`src/rtl/axis_lb_pkg.sv`:
```
// Shared definitions for the loopback/local AXI-Stream TX arbiter:
// FSM state encoding, default frame length limit and the beat bundle type.
package axis_lb_pkg;

  localparam int MAX_BEATS_DEF = 512;

  localparam logic [1:0] ST_IDLE  = 2'd0;
  localparam logic [1:0] ST_PASS0 = 2'd1;
  localparam logic [1:0] ST_PASS1 = 2'd2;
  localparam logic [1:0] ST_DROP  = 2'd3;

  typedef struct packed {
    logic [31:0] tdata;
    logic [3:0]  tkeep;
    logic        tvalid;
    logic        tlast;
    logic        tuser;
  } axis_beat_t;

endpackage

```
`src/rtl/axis_lb_stat_cnt.sv`:
```
// Frame statistics for the TX arbiter: per-input forwarded frames, truncations
// and a slow activity indicator taken from the total forwarded-frame count.
module axis_lb_stat_cnt (
  input  logic        clk,
  input  logic        rst_n,
  input  logic        inc0,
  input  logic        inc1,
  input  logic        inc_trunc,
  output logic [15:0] frm_cnt0,
  output logic [15:0] frm_cnt1,
  output logic [15:0] trunc_cnt,
  output logic        activity_flash
);

  logic [15:0] frm_cnt0_r;
  logic [15:0] frm_cnt1_r;
  logic [15:0] trunc_cnt_r;
  logic [15:0] total_r;

  // Free-running 16-bit counters that wrap naturally at 0xFFFF.
  always_ff @(posedge clk or negedge rst_n) begin
    if (!rst_n) begin
      frm_cnt0_r  <= 16'd0;
      frm_cnt1_r  <= 16'd0;
      trunc_cnt_r <= 16'd0;
      total_r     <= 16'd0;
    end else begin
      if (inc0) frm_cnt0_r <= frm_cnt0_r + 16'd1;
      if (inc1) frm_cnt1_r <= frm_cnt1_r + 16'd1;
      if (inc_trunc) trunc_cnt_r <= trunc_cnt_r + 16'd1;
      if (inc0 || inc1) total_r <= total_r + 16'd1;
    end
  end

  assign frm_cnt0       = frm_cnt0_r;
  assign frm_cnt1       = frm_cnt1_r;
  assign trunc_cnt      = trunc_cnt_r;
  assign activity_flash = total_r[13];

endmodule

```
`src/rtl/axis_lb_tx_arbiter.sv`:
```
// Frame-level round-robin merge of the loopback FIFO stream and the local PTP
// command stream onto the MAC TX interface, with over-length truncation.
module axis_lb_tx_arbiter
  import axis_lb_pkg::*;
#(
  parameter int MAX_BEATS = MAX_BEATS_DEF
) (
  input  logic        axis_tx_clk,
  input  logic        axis_resetn,
  input  logic [1:0]  port_en,
  input  logic [31:0] s0_axis_tdata,
  input  logic [3:0]  s0_axis_tkeep,
  input  logic        s0_axis_tvalid,
  input  logic        s0_axis_tlast,
  input  logic        s0_axis_tuser,
  output logic        s0_axis_tready,
  input  logic [31:0] s1_axis_tdata,
  input  logic [3:0]  s1_axis_tkeep,
  input  logic        s1_axis_tvalid,
  input  logic        s1_axis_tlast,
  input  logic        s1_axis_tuser,
  output logic        s1_axis_tready,
  output logic [31:0] m_axis_tdata,
  output logic [3:0]  m_axis_tkeep,
  output logic        m_axis_tvalid,
  output logic        m_axis_tlast,
  output logic        m_axis_tuser,
  input  logic        m_axis_tready,
  output logic [15:0] frm_cnt0,
  output logic [15:0] frm_cnt1,
  output logic [15:0] trunc_cnt,
  output logic        activity_flash
);

  localparam logic [15:0] LAST_BEAT = 16'(MAX_BEATS - 1);

  logic [1:0]  rst_sync_r;
  logic        rst_n_s;
  logic [1:0]  state_r;
  logic [1:0]  state_nxt_s;
  logic        ptr_r;
  logic        ptr_nxt_s;
  logic        port_r;
  logic        port_nxt_s;
  logic [15:0] beat_cnt_r;
  axis_beat_t  cur_s;
  logic        sel_s;
  logic        trunc_s;
  logic        xfer_s;
  logic        pass_end_s;
  logic        drop_valid_s;
  logic        drop_last_s;
  logic        elig0_s;
  logic        elig1_s;

  // Reset asserts asynchronously, releases two clocks after axis_resetn rises.
  always_ff @(posedge axis_tx_clk or negedge axis_resetn) begin
    if (!axis_resetn) begin
      rst_sync_r <= 2'b00;
    end else begin
      rst_sync_r <= {rst_sync_r[0], 1'b1};
    end
  end

  assign rst_n_s = rst_sync_r[1];

  // Select the owning input; outside PASS states everything reads as idle.
  always_comb begin
    cur_s = '0;
    case (state_r)
      ST_PASS0: cur_s = {s0_axis_tdata, s0_axis_tkeep, s0_axis_tvalid, s0_axis_tlast, s0_axis_tuser};
      ST_PASS1: cur_s = {s1_axis_tdata, s1_axis_tkeep, s1_axis_tvalid, s1_axis_tlast, s1_axis_tuser};
      default:  cur_s = '0;
    endcase
  end

  assign sel_s        = (state_r == ST_PASS1);
  assign trunc_s      = cur_s.tvalid & (beat_cnt_r == LAST_BEAT) & ~cur_s.tlast;
  assign xfer_s       = cur_s.tvalid & m_axis_tready;
  assign pass_end_s   = xfer_s & (cur_s.tlast | trunc_s);
  assign drop_valid_s = port_r ? s1_axis_tvalid : s0_axis_tvalid;
  assign drop_last_s  = port_r ? s1_axis_tlast : s0_axis_tlast;
  assign elig0_s      = s0_axis_tvalid & port_en[0];
  assign elig1_s      = s1_axis_tvalid & port_en[1];

  assign m_axis_tdata  = cur_s.tdata;
  assign m_axis_tkeep  = cur_s.tkeep;
  assign m_axis_tvalid = cur_s.tvalid;
  assign m_axis_tlast  = cur_s.tlast | trunc_s;
  assign m_axis_tuser  = cur_s.tuser | trunc_s;

  // The dropped tail of a truncated frame is drained regardless of the MAC.
  assign s0_axis_tready = ((state_r == ST_PASS0) & m_axis_tready) | ((state_r == ST_DROP) & ~port_r);
  assign s1_axis_tready = ((state_r == ST_PASS1) & m_axis_tready) | ((state_r == ST_DROP) & port_r);

  // Next-state logic; port_en only gates new grants, never an owned frame.
  always_comb begin
    state_nxt_s = state_r;
    ptr_nxt_s   = ptr_r;
    port_nxt_s  = port_r;
    case (state_r)
      ST_IDLE: begin
        if (elig0_s && elig1_s) begin
          state_nxt_s = ptr_r ? ST_PASS1 : ST_PASS0;
        end else if (elig0_s) begin
          state_nxt_s = ST_PASS0;
        end else if (elig1_s) begin
          state_nxt_s = ST_PASS1;
        end else begin
          state_nxt_s = ST_IDLE;
        end
      end
      ST_PASS0, ST_PASS1: begin
        if (pass_end_s) begin
          ptr_nxt_s = ~sel_s;
          if (trunc_s) begin
            state_nxt_s = ST_DROP;
            port_nxt_s  = sel_s;
          end else begin
            state_nxt_s = ST_IDLE;
          end
        end else begin
          state_nxt_s = state_r;
        end
      end
      ST_DROP: begin
        if (drop_valid_s && drop_last_s) begin
          state_nxt_s = ST_IDLE;
        end else begin
          state_nxt_s = ST_DROP;
        end
      end
      default: state_nxt_s = ST_IDLE;
    endcase
  end

  // Arbiter state and the per-frame beat counter (advances on transfers only).
  always_ff @(posedge axis_tx_clk or negedge rst_n_s) begin
    if (!rst_n_s) begin
      state_r    <= ST_IDLE;
      ptr_r      <= 1'b0;
      port_r     <= 1'b0;
      beat_cnt_r <= 16'd0;
    end else begin
      state_r <= state_nxt_s;
      ptr_r   <= ptr_nxt_s;
      port_r  <= port_nxt_s;
      if (pass_end_s) begin
        beat_cnt_r <= 16'd0;
      end else if (xfer_s) begin
        beat_cnt_r <= beat_cnt_r + 16'd1;
      end
    end
  end

  axis_lb_stat_cnt u_stat_cnt (
    .clk            (axis_tx_clk),
    .rst_n          (rst_n_s),
    .inc0           (pass_end_s & ~sel_s),
    .inc1           (pass_end_s & sel_s),
    .inc_trunc      (pass_end_s & trunc_s),
    .frm_cnt0       (frm_cnt0),
    .frm_cnt1       (frm_cnt1),
    .trunc_cnt      (trunc_cnt),
    .activity_flash (activity_flash)
  );

endmodule

```
`config.mk`:
```
export PLATFORM = sky130hd
export DESIGN_NAME = axis_lb_tx_arbiter
export DESIGN_NICKNAME = d
export VERILOG_FILES = /design/src/rtl/axis_lb_pkg.sv /design/src/rtl/axis_lb_stat_cnt.sv /design/src/rtl/axis_lb_tx_arbiter.sv
export SDC_FILE = /design/constraint.sdc
export NUM_CORES = 1
export LEC_CHECK = 0
export CAP_MARGIN = 20
export CORE_ASPECT_RATIO = 1.1
export CORE_UTILIZATION = 41
export CTS_BUF_LIST = sky130_fd_sc_hd__clkbuf_16
export CTS_CLUSTER_DIAMETER = 100
export DETAILED_ROUTE_END_ITERATION = 8
export PLACE_DENSITY = 0.85
export SLEW_MARGIN = 5
export SYNTH_ARGS = -nofsm -noshare
export SYNTH_HDL_FRONTEND = slang
export SYNTH_SLANG_ARGS = --single-unit
```
`constraint.sdc`:
```
create_clock -name axis_tx_clk -period 2.7 [get_ports axis_tx_clk]
set_clock_uncertainty 0.15 [all_clocks]
set_input_delay 0.54 -clock axis_tx_clk [delete_from_list [all_inputs] [get_ports axis_tx_clk]]
set_output_delay 0.54 -clock axis_tx_clk [all_outputs]
set_load 0.02 [all_outputs]
```
==> impl_results.md <==
* Status: finished, final reports clean
* Area leader, netlist: dfrtp_1
* CP max FO at 45
* Die area at 12000 sq um
* Yosys Warn Count at 0
* Count leader, synth: dfrtp_1
* First-pass GRT wire length at 22600 microns
* Initial DRC Count at 294
* Horiz. Die Dim at 104 microns
* Routability cong. at 0.973
* Number of I/O port buffers at between 150 and 200
* Number of synthesized flops with an enable pin at 0
* Seq/Total Area, Yosys at 44.4%
* Number of global-route vias before repair at 4528
* Via density at 5.45
* Period utilisation layout at 97.2%
* Cell Area, Synth at 4730 sq um
* Final period demand of the worst path at 2.63 ns
* Max H-tree Level at 3
* CP cell instances: inv_2 > ha_4 > buf_12 > a22oi_1 > nor2b_1 > dlygate4sd2_1
* WHS at 0.183 ns
* Crit end category: primary output
* Avg WL per Cell at 17.3 microns
* Synth top area cells: dfrtp_1 44%, xor2_1 9.1%, a22oi_1 5.9%
* DP HPWL at 10700 microns
* GRT Residual Overflow at 0
* Max-slew violations at 0
* Pin count of the biggest net entering global routing at 49
* Max cap viols at 0
* Initial antenna violation count at 0
* Avg Synthesized Cell Area at between 9 and 10 sq um
* Vias at 4555
* Leakage power at approximately 3.3 nW
* Netlist cell types at 41
* Post-synth ARST share at 100%
* Detail Route Antenna Nets at 0
* Root buffer cell: clkbuf_16
* Starting density of the core at 42.8%
* Worst rel slew slack at 59.3%
* Slowest cell on the critical path: dfrtp_2
* P per Cell Area at 710 nW/um^2
* Fin worst setup slack at ~0.075 ns
* Final hold violation count at 0
* CTS Buffer Depth at 2
* Area share of the largest cell type after synthesis at between 40% and 50%
* Clk slew on worst S/H paths at 0.06 ns
* Layout Nets at a little under 800
* Post-route DRC violation count at 0
* Critical Path Start Type: register
* CP required at about 2.0 ns
* Area Growth Syn to Fin at 51.5%
* Core Footprint at 11100 sq um
* Design Area, Final at 7170 sq um
* Tightest Pin Transition at 0.611 ns
* Critical Path AT at 1.94 ns
* Max VDD drop at 0.531 mV
* Hold_buf cts at 0
* CTS buffer count at 9
* Sink Count at 84
* Post-Place Worst Slack at -0.166 ns
* Fraction of layout cells with a size suffix above 1 at about a tenth
* GRT Overall Usage at 23.9%
* CTS tree: yes
* Main flop type after synthesis: dfrtp_1
* Worst path max stage delay at 0.44 ns
* #FFs+latches synth at 84
* Critical path class: reg2out
* Post-DP Area at 6860 sq um
* Pre-antenna DRT Iters at 4
* RR Startpoint: state_r[1]
* Worst hold-check path type: reg2async
* Most frequent cells after synthesis: 84 x dfrtp_1, 49 x xor2_1, 46 x nand2_1, 37 x a22oi_1, 37 x nor2b_1
* DIE HEIGHT at 115 microns
* Core Rows at 40
* Crit. Startpoint: state_r[0]
* Routed wire length at 14500 microns
* Io pins at 173
* Synthesized Nets at 584
* Final setup fails at 0
* Fmax at 0.381 GHz
* Worst-Skew Late Latency at 0.34 ns
* Ant diodes at 0
* Syn Inst Count at 492
## worst paths after layout
path	end	slack (ns)	cells past startpoint
min in group axis_tx_clk	rst_sync_r[1]	0.21	0
max in group asynchronous	u_stat_cnt.trunc_cnt[10]	1.51	1
worst min-delay path	ptr_r	0.18	0
worst min register to register	ptr_r	0.18	0
worst max-delay path	m_axis_tdata[13]	0.07	6
worst max register to register	u_stat_cnt.frm_cnt0[9]	0.11	8
## state kept, by name, summed over array words and instances, names as in the netlist
register              cells
beat_cnt_r               16
port_r                    1
ptr_r                     1
rst_sync_r                2
state_r                   2
u_stat_cnt.frm_cnt0      16
u_stat_cnt.frm_cnt1      16
u_stat_cnt.total_r       14
u_stat_cnt.trunc_cnt     16
## power breakdown
group	switching [mW]	internal, mW
combinational	1.36	1.12
sequential	0.0930	1.33
clock	0.481	0.702
total	1.93	3.16
## routing by layer
metal	vias to the layer above	GRT usage (%)	wire, microns
met5	-	0	0
met4	0	8.19	260
met3	25	4.04	645
met2	162	40.0	7370
met1	2213	31.4	6190
li1	2155	-	-
## placed cells by master, fill, tap and decap left out, types with 7 or more instances in the layout
| master | n |
|---|---|
| nand3_1 | 28 |
| clkdlybuf4s50_1 | 131 |
| nor2b_1 | 37 |
| dfrtp_1 | 82 |
| xor2_1 | 49 |
| xnor2_1 | 20 |
| nor3_1 | 20 |
| a22oi_1 | 37 |
| clkdlybuf4s15_1 | 7 |
| buf_4 | 33 |
| nand2_1 | 46 |
| nor4_1 | 12 |
| clkbuf_16 | 9 |
| dlygate4sd2_1 | 33 |
| and3_1 | 14 |
| nand4_1 | 24 |
| nor2_1 | 20 |
## what timing repair did
item,CTS,global route
endpoints found under the hold margin,0,0
pin swaps,0,0
setup buffers,0,0
endpoints found under the setup margin,42,54
resized for setup,46,19
## area by class of cell
class / count / area [sq um]
clock buffer: 9 / 225
clock inverter: 6 / 57.6
fill: 896 / 3890
inverter: 7 / 26.3
multi-input combinational: 374 / 2560
sequential: 84 / 2110
tap: 147 / 184
timing repair buffer: 209 / 2000
## logic make-up (layout without fill, tap and decap cells)
group / Yosys count / in the layout / synth area share, %
AOI/OAI and AO/OA: 62 / 62 / 9.47
xor gates and xnor gates: 69 / 69 / 12.8
adders and majority gates: 9 / 9 / 2.38
buffers and inverters: 34 / 231 / 3.01
DFF: 84 / 84 / 44.4
muxes: 3 / 3 / 0.687
other: 1 / 1 / 0.0792
and+or+nand+nor: 230 / 230 / 27.2
## stage by stage
stage	power (mW)	util, %	std cells	setup TNS [ns]
detailed placement	4.02	62.0	821	-0.791
finish	5.09	64.8	836	0
floorplan	2.82	-	492	0
CTS	5.02	64.3	836	0
global placement	3.97	62.0	821	-0.227
global route	5.34	64.8	836	-0.000500
## critical path: cells and delay by family (launching register included)
| family | cells | cell delay (ns) |
|---|---|---|
| simple gates | 1 | 0.12 |
| flops | 1 | 0.44 |
| fa+ha+maj | 1 | 0.19 |
| buf+inv | 3 | 0.69 |
| compound gates | 1 | 0.14 |
(Power assumes the default switching activity.)
